$ cat src/rtl/riscv_pkg.sv
// Shared fetch-stage types and sizes used by fetch_ctrl, its interface and its sub-module.
package riscv_pkg;

  localparam int XLEN        = 32;
  localparam int INSTR_BYTES = 4;

  typedef enum logic [1:0] {
    IDLE,
    REQ,
    RESP,
    HOLD
  } fetch_state_e;

endpackage

$ cat src/rtl/fetch_ctrl_if.sv
// Instruction-memory request/response bus between the fetch sequencer (master) and imem (slave).
interface fetch_ctrl_if;
  import riscv_pkg::*;

  logic            req;
  logic [XLEN-1:0] addr;
  logic            gnt;
  logic            rvalid;
  logic [XLEN-1:0] rdata;

  modport master (
    output req,
    output addr,
    input  gnt,
    input  rvalid,
    input  rdata
  );

  modport slave (
    input  req,
    input  addr,
    output gnt,
    output rvalid,
    output rdata
  );

endinterface

$ cat src/rtl/fetch_redirect_hold.sv
// Pending-redirect capture (newest wins, cleared on commit) and the next-PC mux for the pc register.
// Build option FETCH_MISALIGN_TRAP_EN: misaligned redirect targets are replaced by TRAP_VEC.
module fetch_redirect_hold
  import riscv_pkg::*;
#(
  parameter logic [XLEN-1:0] TRAP_VEC = 32'h0000_0010
) (
  input  logic            clk,
  input  logic            rst_n,
  input  logic            redirect_i,
  input  logic [XLEN-1:0] redirect_pc_i,
  input  logic            commit_i,
  input  logic [XLEN-1:0] seq_pc_i,
  output logic            pend_o,
  output logic [XLEN-1:0] pc_next_o,
  output logic            redir_misalign_o
);

  logic            pend_q, pend_d;
  logic [XLEN-1:0] pend_pc_q, pend_pc_d;
  logic            pend_mis_q, pend_mis_d;
  logic [XLEN-1:0] tgt_pc;
  logic            tgt_mis;

`ifdef FETCH_MISALIGN_TRAP_EN
  assign tgt_mis = |redirect_pc_i[1:0];
  assign tgt_pc  = tgt_mis ? TRAP_VEC : redirect_pc_i;
`else
  logic unused_trap;
  assign unused_trap = ^{TRAP_VEC, redirect_pc_i[1:0]};
  assign tgt_mis     = 1'b0;
  assign tgt_pc      = {redirect_pc_i[XLEN-1:2], 2'b00};
`endif

  always_ff @(posedge clk or negedge rst_n) begin
    if (!rst_n) begin
      pend_q     <= 1'b0;
      pend_pc_q  <= '0;
      pend_mis_q <= 1'b0;
    end else begin
      pend_q     <= pend_d;
      pend_pc_q  <= pend_pc_d;
      pend_mis_q <= pend_mis_d;
    end
  end

  // A commit always consumes the pending redirect, including a redirect arriving that same cycle.
  always_comb begin
    pend_d     = pend_q;
    pend_pc_d  = pend_pc_q;
    pend_mis_d = pend_mis_q;
    if (commit_i) begin
      pend_d = 1'b0;
    end else if (redirect_i) begin
      pend_d     = 1'b1;
      pend_pc_d  = tgt_pc;
      pend_mis_d = tgt_mis;
    end
  end

  always_comb begin
    pend_o           = pend_q | redirect_i;
    pc_next_o        = redirect_i ? tgt_pc  : (pend_q ? pend_pc_q : seq_pc_i);
    redir_misalign_o = redirect_i ? tgt_mis : pend_mis_q;
  end

endmodule

$ cat src/rtl/fetch_ctrl.sv
// Fetch-stage sequencer: one outstanding imem request, decode back-pressure and EX redirects.
// Build option FETCH_MISALIGN_TRAP_EN enables the misaligned-redirect trap and misalign_o.
module fetch_ctrl
  import riscv_pkg::*;
#(
  parameter logic [XLEN-1:0] RESET_PC = 32'h0000_0000,
  parameter logic [XLEN-1:0] TRAP_VEC = 32'h0000_0010
) (
  input  logic              clk,
  input  logic              rst_n,
  input  logic              redirect_i,
  input  logic [XLEN-1:0]   redirect_pc_i,
  input  logic              stallD_i,
  fetch_ctrl_if.master      imem,
  output logic [XLEN-1:0]   pc_next_o,
  output logic              stallF_o,
  output logic              instr_valid_o,
  output logic [XLEN-1:0]   instr_o,
  output logic [XLEN-1:0]   instr_pc_o,
  output logic              flushD_o,
  output logic              misalign_o
);

  fetch_state_e    state_q, state_d;
  logic [XLEN-1:0] fetch_pc_q, fetch_pc_d;
  logic [XLEN-1:0] hold_q, hold_d;
  logic [XLEN-1:0] seq_pc;
  logic            pend;
  logic            redir_mis;
  logic            commit;
  logic            redir_commit;

  // IDLE presents RESET_PC itself; elsewhere the sequential candidate is the next word.
  assign seq_pc = (state_q == IDLE) ? fetch_pc_q : fetch_pc_q + XLEN'(INSTR_BYTES);

  fetch_redirect_hold #(
    .TRAP_VEC (TRAP_VEC)
  ) u_redirect_hold (
    .clk              (clk),
    .rst_n            (rst_n),
    .redirect_i       (redirect_i),
    .redirect_pc_i    (redirect_pc_i),
    .commit_i         (commit),
    .seq_pc_i         (seq_pc),
    .pend_o           (pend),
    .pc_next_o        (pc_next_o),
    .redir_misalign_o (redir_mis)
  );

  always_ff @(posedge clk or negedge rst_n) begin
    if (!rst_n) begin
      state_q    <= IDLE;
      fetch_pc_q <= RESET_PC;
      hold_q     <= '0;
    end else begin
      state_q    <= state_d;
      fetch_pc_q <= fetch_pc_d;
      hold_q     <= hold_d;
    end
  end

  always_comb begin
    state_d = state_q;
    unique case (state_q)
      IDLE: state_d = REQ;
      REQ:  if (imem.gnt) state_d = RESP;
      RESP: begin
        if (imem.rvalid) begin
          state_d = (pend || !stallD_i) ? REQ : HOLD;
        end
      end
      HOLD: if (pend || !stallD_i) state_d = REQ;
      default: state_d = IDLE;
    endcase
  end

  // Fetched data is dropped whenever a redirect commits; the pc register only moves on commit.
  always_comb begin
    imem.req      = 1'b0;
    imem.addr     = '0;
    instr_valid_o = 1'b0;
    instr_o       = '0;
    instr_pc_o    = '0;
    commit        = 1'b0;
    redir_commit  = 1'b0;
    hold_d        = hold_q;
    unique case (state_q)
      REQ: begin
        imem.req  = 1'b1;
        imem.addr = fetch_pc_q;
      end
      RESP: begin
        if (imem.rvalid) begin
          if (pend) begin
            commit       = 1'b1;
            redir_commit = 1'b1;
          end else if (!stallD_i) begin
            instr_valid_o = 1'b1;
            instr_o       = imem.rdata;
            instr_pc_o    = fetch_pc_q;
            commit        = 1'b1;
          end else begin
            hold_d = imem.rdata;
          end
        end
      end
      HOLD: begin
        if (pend) begin
          commit       = 1'b1;
          redir_commit = 1'b1;
        end else begin
          instr_valid_o = 1'b1;
          instr_o       = hold_q;
          instr_pc_o    = fetch_pc_q;
          commit        = !stallD_i;
        end
      end
      default: ;
    endcase
    fetch_pc_d = commit ? pc_next_o : fetch_pc_q;
    stallF_o   = !commit;
    flushD_o   = redir_commit;
  end

`ifdef FETCH_MISALIGN_TRAP_EN
  logic misalign_q;

  always_ff @(posedge clk or negedge rst_n) begin
    if (!rst_n) misalign_q <= 1'b0;
    else        misalign_q <= redir_commit & redir_mis;
  end

  assign misalign_o = misalign_q;
`else
  logic unused_mis;
  assign unused_mis = redir_mis;
  assign misalign_o = 1'b0;
`endif

endmodule

$ cat src/flat_wrapper.sv
// flat-port wrapper written by rule: the top's interface ports become plain ports
module fetch_ctrl_flat import riscv_pkg::*;
#(
  parameter logic [XLEN-1:0] RESET_PC = 32'h0000_0000,
  parameter logic [XLEN-1:0] TRAP_VEC = 32'h0000_0010
)
  (clk, rst_n, redirect_i, redirect_pc_i, stallD_i, pc_next_o, stallF_o, instr_valid_o, instr_o, instr_pc_o, flushD_o, misalign_o, imem_req, imem_addr, imem_gnt, imem_rvalid, imem_rdata);
  fetch_ctrl_if imem_i ();
  input  logic clk;
  input  logic rst_n;
  input  logic redirect_i;
  input  logic [XLEN-1:0] redirect_pc_i;
  input  logic stallD_i;
  output logic [XLEN-1:0] pc_next_o;
  output logic stallF_o;
  output logic instr_valid_o;
  output logic [XLEN-1:0] instr_o;
  output logic [XLEN-1:0] instr_pc_o;
  output logic flushD_o;
  output logic misalign_o;
  output wire logic [$bits(imem_i.req)-1:0] imem_req;
  output wire logic [$bits(imem_i.addr)-1:0] imem_addr;
  input wire logic [$bits(imem_i.gnt)-1:0] imem_gnt;
  input wire logic [$bits(imem_i.rvalid)-1:0] imem_rvalid;
  input wire logic [$bits(imem_i.rdata)-1:0] imem_rdata;
  assign imem_req = imem_i.req;
  assign imem_addr = imem_i.addr;
  assign imem_i.gnt = imem_gnt;
  assign imem_i.rvalid = imem_rvalid;
  assign imem_i.rdata = imem_rdata;
  fetch_ctrl #(.RESET_PC(RESET_PC), .TRAP_VEC(TRAP_VEC)) u_core (.clk(clk), .rst_n(rst_n), .redirect_i(redirect_i), .redirect_pc_i(redirect_pc_i), .stallD_i(stallD_i), .imem(imem_i), .pc_next_o(pc_next_o), .stallF_o(stallF_o), .instr_valid_o(instr_valid_o), .instr_o(instr_o), .instr_pc_o(instr_pc_o), .flushD_o(flushD_o), .misalign_o(misalign_o));
endmodule
$ cat config.mk
export PLATFORM = sky130hd
export DESIGN_NAME = fetch_ctrl_flat
export DESIGN_NICKNAME = d
export VERILOG_FILES = /design/src/rtl/riscv_pkg.sv /design/src/rtl/fetch_ctrl_if.sv /design/src/rtl/fetch_redirect_hold.sv /design/src/rtl/fetch_ctrl.sv /design/src/flat_wrapper.sv
export SDC_FILE = /design/constraint.sdc
export NUM_CORES = 1
export LEC_CHECK = 0
export CAP_MARGIN = 20
export CORE_ASPECT_RATIO = 0.8
export CORE_MARGIN = 2
export CORE_UTILIZATION = 35
export DETAILED_ROUTE_END_ITERATION = 10
export GPL_TIMING_DRIVEN = 0
export PLACE_DENSITY = 0.67
export RECOVER_POWER = 100
export SYNTH_ARGS = -nofsm -noshare
export SYNTH_HDL_FRONTEND = slang
export SYNTH_SLANG_ARGS = --single-unit
$ cat constraint.sdc
create_clock -name clk -period 2.4 [get_ports clk]
set_input_delay 0.36 -clock clk [delete_from_list [all_inputs] [get_ports clk]]
set_output_delay 0.36 -clock clk [all_outputs]
set_load 0.05 [all_outputs]
==> impl_metrics.toml, run 1 <==
[synth]
syn_inst = 602
synth_top_area_share = 0.404
ys_ff_latch = 97
synthMuxAreaShare = 0.142
synth_most_common_cell = "dfrtp_1"
synthSimpleGateAreaFrac = 0.181
synth_area_sq_um = 6000
synthTopCellsByArea = "dfrtp_1 (40%), mux2_2 (14%), and2_1 (6.6%)"
syn_nets = 678
synth_top_family_by_area = "simple AND/OR/NAND/NOR gates"
ys_async_sr_fraction = 1.00
synth-adder-area-share = 0.0125
synth_area_leader_cell = "dfrtp_1"
synth-compound-area-share = 0.174
synth_xor_area_frac = 0.0423
synth_edf_count = 0
synth_top_flop_cell = "dfrtp_1"
synth_common_cells = "dfrtp_1 (97), mux2_2 (73), and2_1 (63)"
yosys_warnings = 0
synth.yosys.seq_area_share = 0.404
synth.avg_cell_area_sq_um = 9.97
synth_cell_type_count = 53

[floorplan]
die_y_um = 121
die-area_sq_um = 18200
num_rows = 42
core_sq_um = 16700
initial_core_util = 0.360
die-width_um = 150
io_pins = 203

[drt]
viasPerCell = 5.45
drcViolationCount = 0
wire_per_inst_um = 20.6
wirelength_um = 23000
vias = 6077
ant_nets = 0
drt_pre_antenna_iters = 4
drt_iter0_drc = 472

[layout]
fillers = 1312
final_cells = 1115
syn2layout_area_growth_pct = 69.2
seq_area_sq_um = 2440
layout-drive-gt1-share = 0.517
fin_nets = 965
multiInputGateArea_sq_um = 3890

[timing]
hold_viol_final = 0
relSlewSlack = 0.0111
final_max_slew_viol_count = 0
rsz0062_at_grt = "yes"
period_needed_ps = 2740
fmax_mhz = 365
worst_slew_pin_slew_ps = 1480
setup_violations = 125
fin_ws_ps = -340
skew_ps = 8.20
final.period_utilization = 1.14

[setup_path]
cp_max_fo = 5
r2r_setup_slack_ps = -170
startpoint_type = "flip-flop"
crit_path_start = "u_core.state_q[0]$_DFFE_PN0P_"
path_class = "reg2out"
worstSetupEndpointType = "output port"
required_ps = 2040
arrival_ps = 2380
r2r-start = "u_core.state_q[0]$_DFFE_PN0P_"
r2r_cells = 12
endpoint = "pc_next_o[30]"
r2r_end = "u_core.fetch_pc_q[9]$_DFFE_PN0P_"

[cts]
clkTransAtPathRegs_ps = 70
postCtsHoldBufs = 0
cts_made_buffers = 9
htreeDepth = 3
clk_latency_ps = 360
cts-root-buf = "clkbuf_16"
cts_sinks = 97
clock_path_buffers = 2
cts_tree = "yes"

[placed_design]
routabilityCongestion = 0.854
port_buffers = 199
place_hpwl_um = 15600
dp_cells = 1022

[global_route]
grt.total_usage = 0.241
grt_pass1_vias = 6059
grt_max_degree = 59
grt_first_pass_wirelength_um = 33500
antenna_found_initial = 1
grt_overflow_total = 0

[power]
power_w = 0.0111
p_leak_nw = 4.65
peakVddDrop_uv = 497
p_per_area_nw_per_um2 = 1100

[run_status]
violations = "negative setup slack"
status = "complete, but fails checks"

[min_path]
min_path_type = "in2async"

[flow_run]
maxCapViolCount = 0
where the power goes:
part | switching (W) | internal, W
Clock | 0.000672 | 0.000974
Sequential | 0.000652 | 0.00230
Combinational | 0.00394 | 0.00260
final cells by class:
class / count / area share
clock buffers: 12 / 0.0252
well taps: 220 / 0.0271
repair buffers: 284 / 0.282
clock inverters: 4 / 0.00726
diodes: 1 / 0.000246
plain buffers: 42 / 0.0313
inverters: 12 / 0.00443
multi-input cells: 443 / 0.383
flip-flops and latches: 97 / 0.240
cell usage in the layout (no fill, tap or decap), drive strengths merged, types with 6 or more instances in the layout:
cell type / instances
clkbuf: 55
nor3: 7
o22ai: 6
a21oi: 24
and2: 64
o2bb2ai: 6
dfrtp: 97
a22oi: 19
a22o: 35
ha: 6
a21boi: 6
o21ai: 39
nor4: 7
clkdlybuf4s50: 65
and3: 7
xnor2: 24
nand4: 11
nand3: 13
nand2: 24
inv: 13
buf: 214
mux2: 73
nor2: 27
cell families after synthesis:
kind of cell	after synthesis
xor gates and xnor gates	29
muxes	76
DFF	97
buffers and inverters	63
other	1
AOI/OAI and AO/OA	152
and+or+nand+nor	178
adders and majority gates	6
flip-flops by register name, indices dropped and copies added, names as in the netlist:
signal,cells
u_core.u_redirect_hold.pend_q,1
u_core.fetch_pc_q,32
u_core.state_q,2
u_core.hold_q,32
u_core.u_redirect_hold.pend_pc_q,30
how the worst min path moves through the flow:
stage                                                      from                                               end  slack (ps)
6_report                                                  rst_n                  u_core.fetch_pc_q[6]$_DFFE_PN0P_         350
3_3_place_gp   u_core.u_redirect_hold.pend_pc_q[30]$_DFFE_PN0P_  u_core.u_redirect_hold.pend_pc_q[30]$_DFFE_PN0P_         480
2_1_floorplan                                             rst_n                  u_core.fetch_pc_q[0]$_DFFE_PN0P_          60
3_5_place_dp                                              rst_n                  u_core.fetch_pc_q[6]$_DFFE_PN0P_         490
4_1_cts                                                   rst_n                  u_core.fetch_pc_q[6]$_DFFE_PN0P_         110
5_1_grt                                                   rst_n                  u_core.fetch_pc_q[6]$_DFFE_PN0P_         480
metrics by stage:
stage	hold WS (ps)	setup slack, ps	instance area [sq um]	setup TNS [ps]	utilization
2_1_floorplan	64.4	-12.9	6170	-12.9	-
3_3_place_gp	479	-2790	8440	-415350	0.507
3_5_place_dp	488	-1700	8460	-152950	0.508
4_1_cts	110	-364	9610	-13350	0.577
5_1_grt	482	-403	10200	-27000	0.610
6_report	350	-340	10200	-18110	0.610
what timing repair did:
| action | 4_1_cts | 5_1_grt |
|---|---|---|
| buffers inserted | 36 | 47 |
| gates resized for setup | 911 | 164 |
| cloned | 3 | 3 |
| endpoints found under the setup margin | 147 | 129 |
| pin swaps | 27 | 37 |
worst max-delay path, cell delays in order, from the launching register on:
cell,delay [ps]
dfrtp_1,400
inv_2,70
ha_4,170
and4b_2,390
nand3_4,200
nor4_4,340
xnor2_1,110
o21ai_2,160
buf_6,180
metal layers:
metal	part of all wire	wire length [um]	track usage	vias to the layer above
li1	-	-	-	2745
met2	0.48	11100	0.402	325
met5	0	0	0	-
met4	0.021	477	0.0537	0
met1	0.39	9020	0.297	2971
met3	0.11	2460	0.0902	36
Power figures use the tool's default switching activity.
==> inputs of run 2 (changes only) <==
DONT_BUFFER_PORTS = 1   (was unset)
PLACE_DENSITY = unset   (was 0.67)
RECOVER_POWER = 25   (was 100)
==> run 2 against run 1 <==
Effect of this change: the flow finishes with violations (negative hold slack, negative setup slack); critical endpoint is now pc_next_o[23]; hold slack worse by 660 ps; non-clock buffer count is 193 lower; die area is the same; largest power group unchanged; sequential cell count unchanged; routed wire length down 3.9%; total power down 3.0%; clock skew increased by 2.5 ps.
==> impl_metrics.toml, run 2 (synthesis gave the netlist of run 1 again) <==
[run_status]
status = "complete, but fails checks"
violations = "negative hold slack, negative setup slack"

[cts]
cts_made_buffers = 9
cts-root-buf = "clkbuf_16"
clock_path_buffers = 2
cts_tree = "yes"
clkTransAtPathRegs_ps = 70
clk_latency_ps = 360
cts_sinks = 97
htreeDepth = 3

[global_route]
grt_pass1_vias = 5355
grt_overflow_total = 0
grt.total_usage = 0.227
grt_max_degree = 98
antenna_found_initial = 2
grt_first_pass_wirelength_um = 31200

[drt]
viasPerCell = 5.88
vias = 5425
drt_pre_antenna_iters = 5
wirelength_um = 22100
drt_iter0_drc = 328
drcViolationCount = 0
ant_nets = 0
wire_per_inst_um = 24.0

[layout]
final_cell_mix = "dfrtp_1 (87), mux2_2 (73), buf_4 (71), and2_4 (49), a22o_4 (32)"
layout-drive-gt1-share = 0.592
reg.largest.list = "u_core.fetch_pc_q: 32 flops, u_core.hold_q: 32 flops, u_core.u_redirect_hold.pend_pc_q: 30 flops"
fin_nets = 773
final_cell_area_sq_um = 8790
syn2layout_area_growth_pct = 46.4
final_common_cell = "dfrtp_1"

[timing]
worst_slew_pin_slew_ps = 799
period_needed_ps = 2750
skew_ps = 10.7
setup_violations = 89
hold_viol_final = 97
relSlewSlack = 0.467
final_max_slew_viol_count = 0
fmax_mhz = 363
fin_ws_ps = -354
hold_slack_ps = -309
rsz0062_at_grt = "yes"
final.period_utilization = 1.15

[power]
p_per_area_nw_per_um2 = 1230
intPower_w = 0.00548
swShare = 0.494
comb_power_share = 0.581
p_seq_frac = 0.274
p_leak_nw = 3.91
power_switching_w = 0.00534
p_clk_frac = 0.145
peakVddDrop_uv = 483

[floorplan]
io_pins = 203
die-width_um = 150
die-area_sq_um = 18200
initial_core_util = 0.360
num_rows = 42
core_sq_um = 16700
die_y_um = 121

[placed_design]
routabilityCongestion = 0.837
port_buffers = 0
place_area_sq_um = 6450
place_hpwl_um = 14100
place_ws_ps = -755

[min_path]
min_path_type = "in2async"

[setup_path]
cp_max_fo = 6
r2r_setup_slack_ps = 60
worstSetupEndpointType = "output port"
r2r_cells = 8
required_ps = 2040
path_class = "reg2out"
arrival_ps = 2390
startpoint_type = "flip-flop"

[flow_run]
maxCapViolCount = 0
-- run 2: changes by cell type in the layout (fill, tap and decap cells not counted), sizes merged --
cell	previous run	this run
buf	214	104
clkdlybuf4s50	65	0
clkbuf	55	41
dlygate4sd2	2	0
dlymetal6s2s	2	0
bufinv	2	1
or2	4	5
-- run 2: worst paths after layout --
path / end / start
setup / recovery: pc_next_o[23] / u_core.state_q[0]$_DFFE_PN0P_
hold / removal: u_core.fetch_pc_q[16]$_DFFE_PN0P_ / rst_n
setup reg to reg: u_core.fetch_pc_q[3]$_DFFE_PN0P_ / u_core.state_q[0]$_DFFE_PN0P_
hold reg to reg: u_core.u_redirect_hold.pend_pc_q[26]$_DFFE_PN0P_ / u_core.u_redirect_hold.pend_pc_q[26]$_DFFE_PN0P_
max in group asynchronous: u_core.fetch_pc_q[24]$_DFFE_PN0P_ / rst_n
min in group clk: u_core.u_redirect_hold.pend_pc_q[31]$_DFFE_PN0P_ / redirect_pc_i[31]
-- run 2: final cells by class --
type | count | area (sq um)
antenna | 1 | 2.50
buffer | 44 | 384
clock buffer | 12 | 267
clock inverter | 3 | 47.5
fill | 1378 | 7870
inverter | 12 | 45.0
multi-input combinational | 444 | 4510
sequential | 97 | 2440
tap | 220 | 275
timing repair buffer | 89 | 817
-- run 2: through the flow --
stage                     utilization  hold WS (ps)  std cells  power [W]  TNS [ps]
after floorplan                     -          64.4        602    0.00671     -12.9
after global placement          0.387          69.9        822    0.00746    -46470
after detailed placement        0.387          72.5        822    0.00760    -53060
after CTS                       0.484          -310        878     0.0103     -8680
after global routing            0.528          -320        921     0.0113    -20820
final                           0.528          -309        922     0.0108    -13400
-- run 2: critical path: stages, from the launching register on --
cell,delay [ps]
dfrtp_1,370
inv_2,70
ha_4,170
and4b_1,250
buf_6,130
nand4_4,200
buf_6,190
nor3_4,170
xnor2_2,110
o21ai_4,380
-- run 2: what timing repair did --
item	in CTS	in global routing
hold endpoints to repair	97	97
resized for setup	295	105
cloned	3	5
endpoints found under the setup margin	156	125
setup buffers	42	42
pin swaps	48	51
-- run 2: power groups by stage --
stage                     sequential, W  clock, W  combinational, W
final                           0.00296   0.00157           0.00628
after global routing            0.00305   0.00165           0.00659
after CTS                       0.00289   0.00159           0.00577
after detailed placement        0.00287         0           0.00474
after global placement          0.00282         0           0.00464
after floorplan                 0.00269         0           0.00403
-- run 2: routing by layer --
metal	part of all wire	up-vias	GRT usage
met1	0.41	2732	0.299
met2	0.47	280	0.358
met4	0.029	0	0.0719
met5	0	-	0
li1	-	2369	-
met3	0.093	44	0.0692
==> inputs of run 3 (changes only) <==
SKIP_LAST_GASP = 1   (was unset)
clock period = 3.2 ns   (was 2.4 ns; I/O delays follow)
==> run 3 against run 2 <==
Effect of this change: the flow finishes with violations (max-capacitance violations, max-slew violations); clock power is 31% lower; count of clock-buffer cells in the layout shrank 3; register-to-register slack improved by 500 ps; largest power group unchanged; critical endpoint is now pc_next_o[31]; non-clock buffer count fell by 64; sequential cell count unchanged; critical path depth is 1 lower; first-iteration DRC count rose by 9.5%; die area did not move; via count decreased by 8.4%.
==> impl_metrics.toml, run 3 (synthesis gave the netlist of run 1 again) <==
[layout]
fillers = 1623
seq_area_sq_um = 2430
diodes = 0
layout-drive-gt1-share = 0.316
final_cells = 856
fin_nets = 707
final_cell_mix = "dfrtp_1 (96), mux2_2 (73), a22o_1 (35), and2_1 (33), and2_2 (30)"
syn2layout_area_growth_pct = 16.5
multiInputGateArea_sq_um = 3620
reg.largest.list = "u_core.fetch_pc_q: 32 flops, u_core.hold_q: 32 flops, u_core.u_redirect_hold.pend_pc_q: 30 flops"
final_common_cell = "dfrtp_1"

[setup_path]
r2r_setup_slack_ps = 560
slowest_stage = "dfrtp_1"
cpPeakStageDelay_ps = 390
startpoint_type = "flip-flop"
arrival_ps = 2620
crit_path_start = "u_core.state_q[1]$_DFFE_PN0P_"
worstSetupEndpointType = "output port"
r2r-start = "u_core.state_q[0]$_DFFE_PN0P_"
cp_max_fo = 8
r2r_end = "u_core.fetch_pc_q[5]$_DFFE_PN0P_"
required_ps = 2720
cp_cell_sequence = "inv_1 > ha_2 > and4b_1 > buf_2 > nand4_4 > nor4_4 > xnor2_2 > o21ai_4"
r2r_cells = 6
path_class = "reg2out"

[min_path]
whs_endpoint = "u_core.u_redirect_hold.pend_pc_q[23]$_DFFE_PN0P_"
whs_path_depth = 1
hp-start = "redirect_pc_i[23]"
min_path_type = "in2reg"

[power]
p_leak_nw = 2.90
power_w = 0.00696
peakVddDrop_uv = 285
p_per_area_nw_per_um2 = 994

[cts]
clk_latency_ps = 360
clkTransAtPathRegs_ps = 80
htreeDepth = 3
cts-root-buf = "clkbuf_16"
cts_made_buffers = 9
clock_path_buffers = 2
cts_sinks = 97
cts_tree = "yes"

[drt]
wirelength_um = 19300
drt_iter0_drc = 359
viasPerCell = 5.80
ant_nets = 0
drt_pre_antenna_iters = 5
drcViolationCount = 0
wire_per_inst_um = 22.6
vias = 4968

[timing]
setup_violations = 0
skew_ps = 15.1
fin_ws_ps = 95.9
worst_slew_pin_slew_ps = 2510
final_max_slew_viol_count = 98
hold_viol_final = 0
final.period_utilization = 0.970
fmax_mhz = 322
relSlewSlack = -0.672
period_needed_ps = 3100
rsz0062_at_grt = "yes"

[placed_design]
routabilityCongestion = 0.848
place_ws_ps = -222
place_hpwl_um = 14200
port_buffers = 0
dp_cells = 837

[floorplan]
core_sq_um = 16700
io_pins = 203
die_y_um = 121
die-width_um = 150
num_rows = 42
die-area_sq_um = 18200
initial_core_util = 0.360

[run_status]
status = "complete, but fails checks"
violations = "max-capacitance violations, max-slew violations"

[global_route]
grt_first_pass_wirelength_um = 28900
grt.total_usage = 0.211
antenna_found_initial = 0
grt_pass1_vias = 4913
grt_overflow_total = 0
grt_max_degree = 98

[flow_run]
maxCapViolCount = 1
[run 3: worst max-delay path by stage]
stage	endpoint	slack, ps	depth (start not counted)
global route	pc_next_o[31]	-20	8
CTS	pc_next_o[20]	-240	7
finish	pc_next_o[31]	100	8
floorplan	pc_next_o[19]	40	8
global placement	instr_pc_o[7]	-510	6
detailed placement	instr_pc_o[10]	-220	6
[run 3: metrics by stage]
stage	setup TNS [ps]	instance area (sq um)	hold slack, ps	util
floorplan	0	6000	184	-
global placement	-8820	6280	190	0.377
detailed placement	-4790	6370	192	0.383
CTS	-240	6940	85.7	0.417
global route	-30.7	7000	252	0.420
finish	0	7000	265	0.420
[run 3: worst max-delay path: cells and delay by family (launching register included)]
family / cells / cell delay, ps
flip-flops: 1 / 390
XOR/XNOR: 1 / 120
AND/OR/NAND/NOR: 3 / 890
buffers and inverters: 2 / 280
adder cells (fa/ha/maj): 1 / 240
AO/OA/AOI/OAI: 1 / 340
[run 3: area by class of cell]
type,instances,area share
Timing Repair Buffer,19,0.0168
Inverter,12,0.00644
Clock buffer,9,0.0322
Sequential cell,97,0.347
Tap cell,220,0.0393
Clock inverter,7,0.00876
Multi-Input combinational cell,442,0.517
Buffer,50,0.0318
[run 3: where the power goes]
group	internal, W	total, W	switching (W)
registers	0.00172	0.00214	0.000423
clock network	0.000544	0.00108	0.000539
logic	0.00108	0.00373	0.00265
[run 3: routing by layer]
metal | part of all wire | track usage | up-vias | wire (um)
li1 | - | - | 2229 | -
met1 | 0.43 | 0.285 | 2483 | 8340
met2 | 0.46 | 0.335 | 236 | 8950
met3 | 0.090 | 0.0564 | 20 | 1750
met4 | 0.015 | 0.0584 | 0 | 287
met5 | 0 | 0 | - | 0
[run 3: what timing repair did]
item | CTS | global route
buffers inserted | 1 | 2
endpoints found under the hold margin | 97 | 0
endpoints found under the setup margin | 100 | 32
pin swaps | 2 | 5
hold buffers | 1 | 0
gates resized for setup | 72 | 18
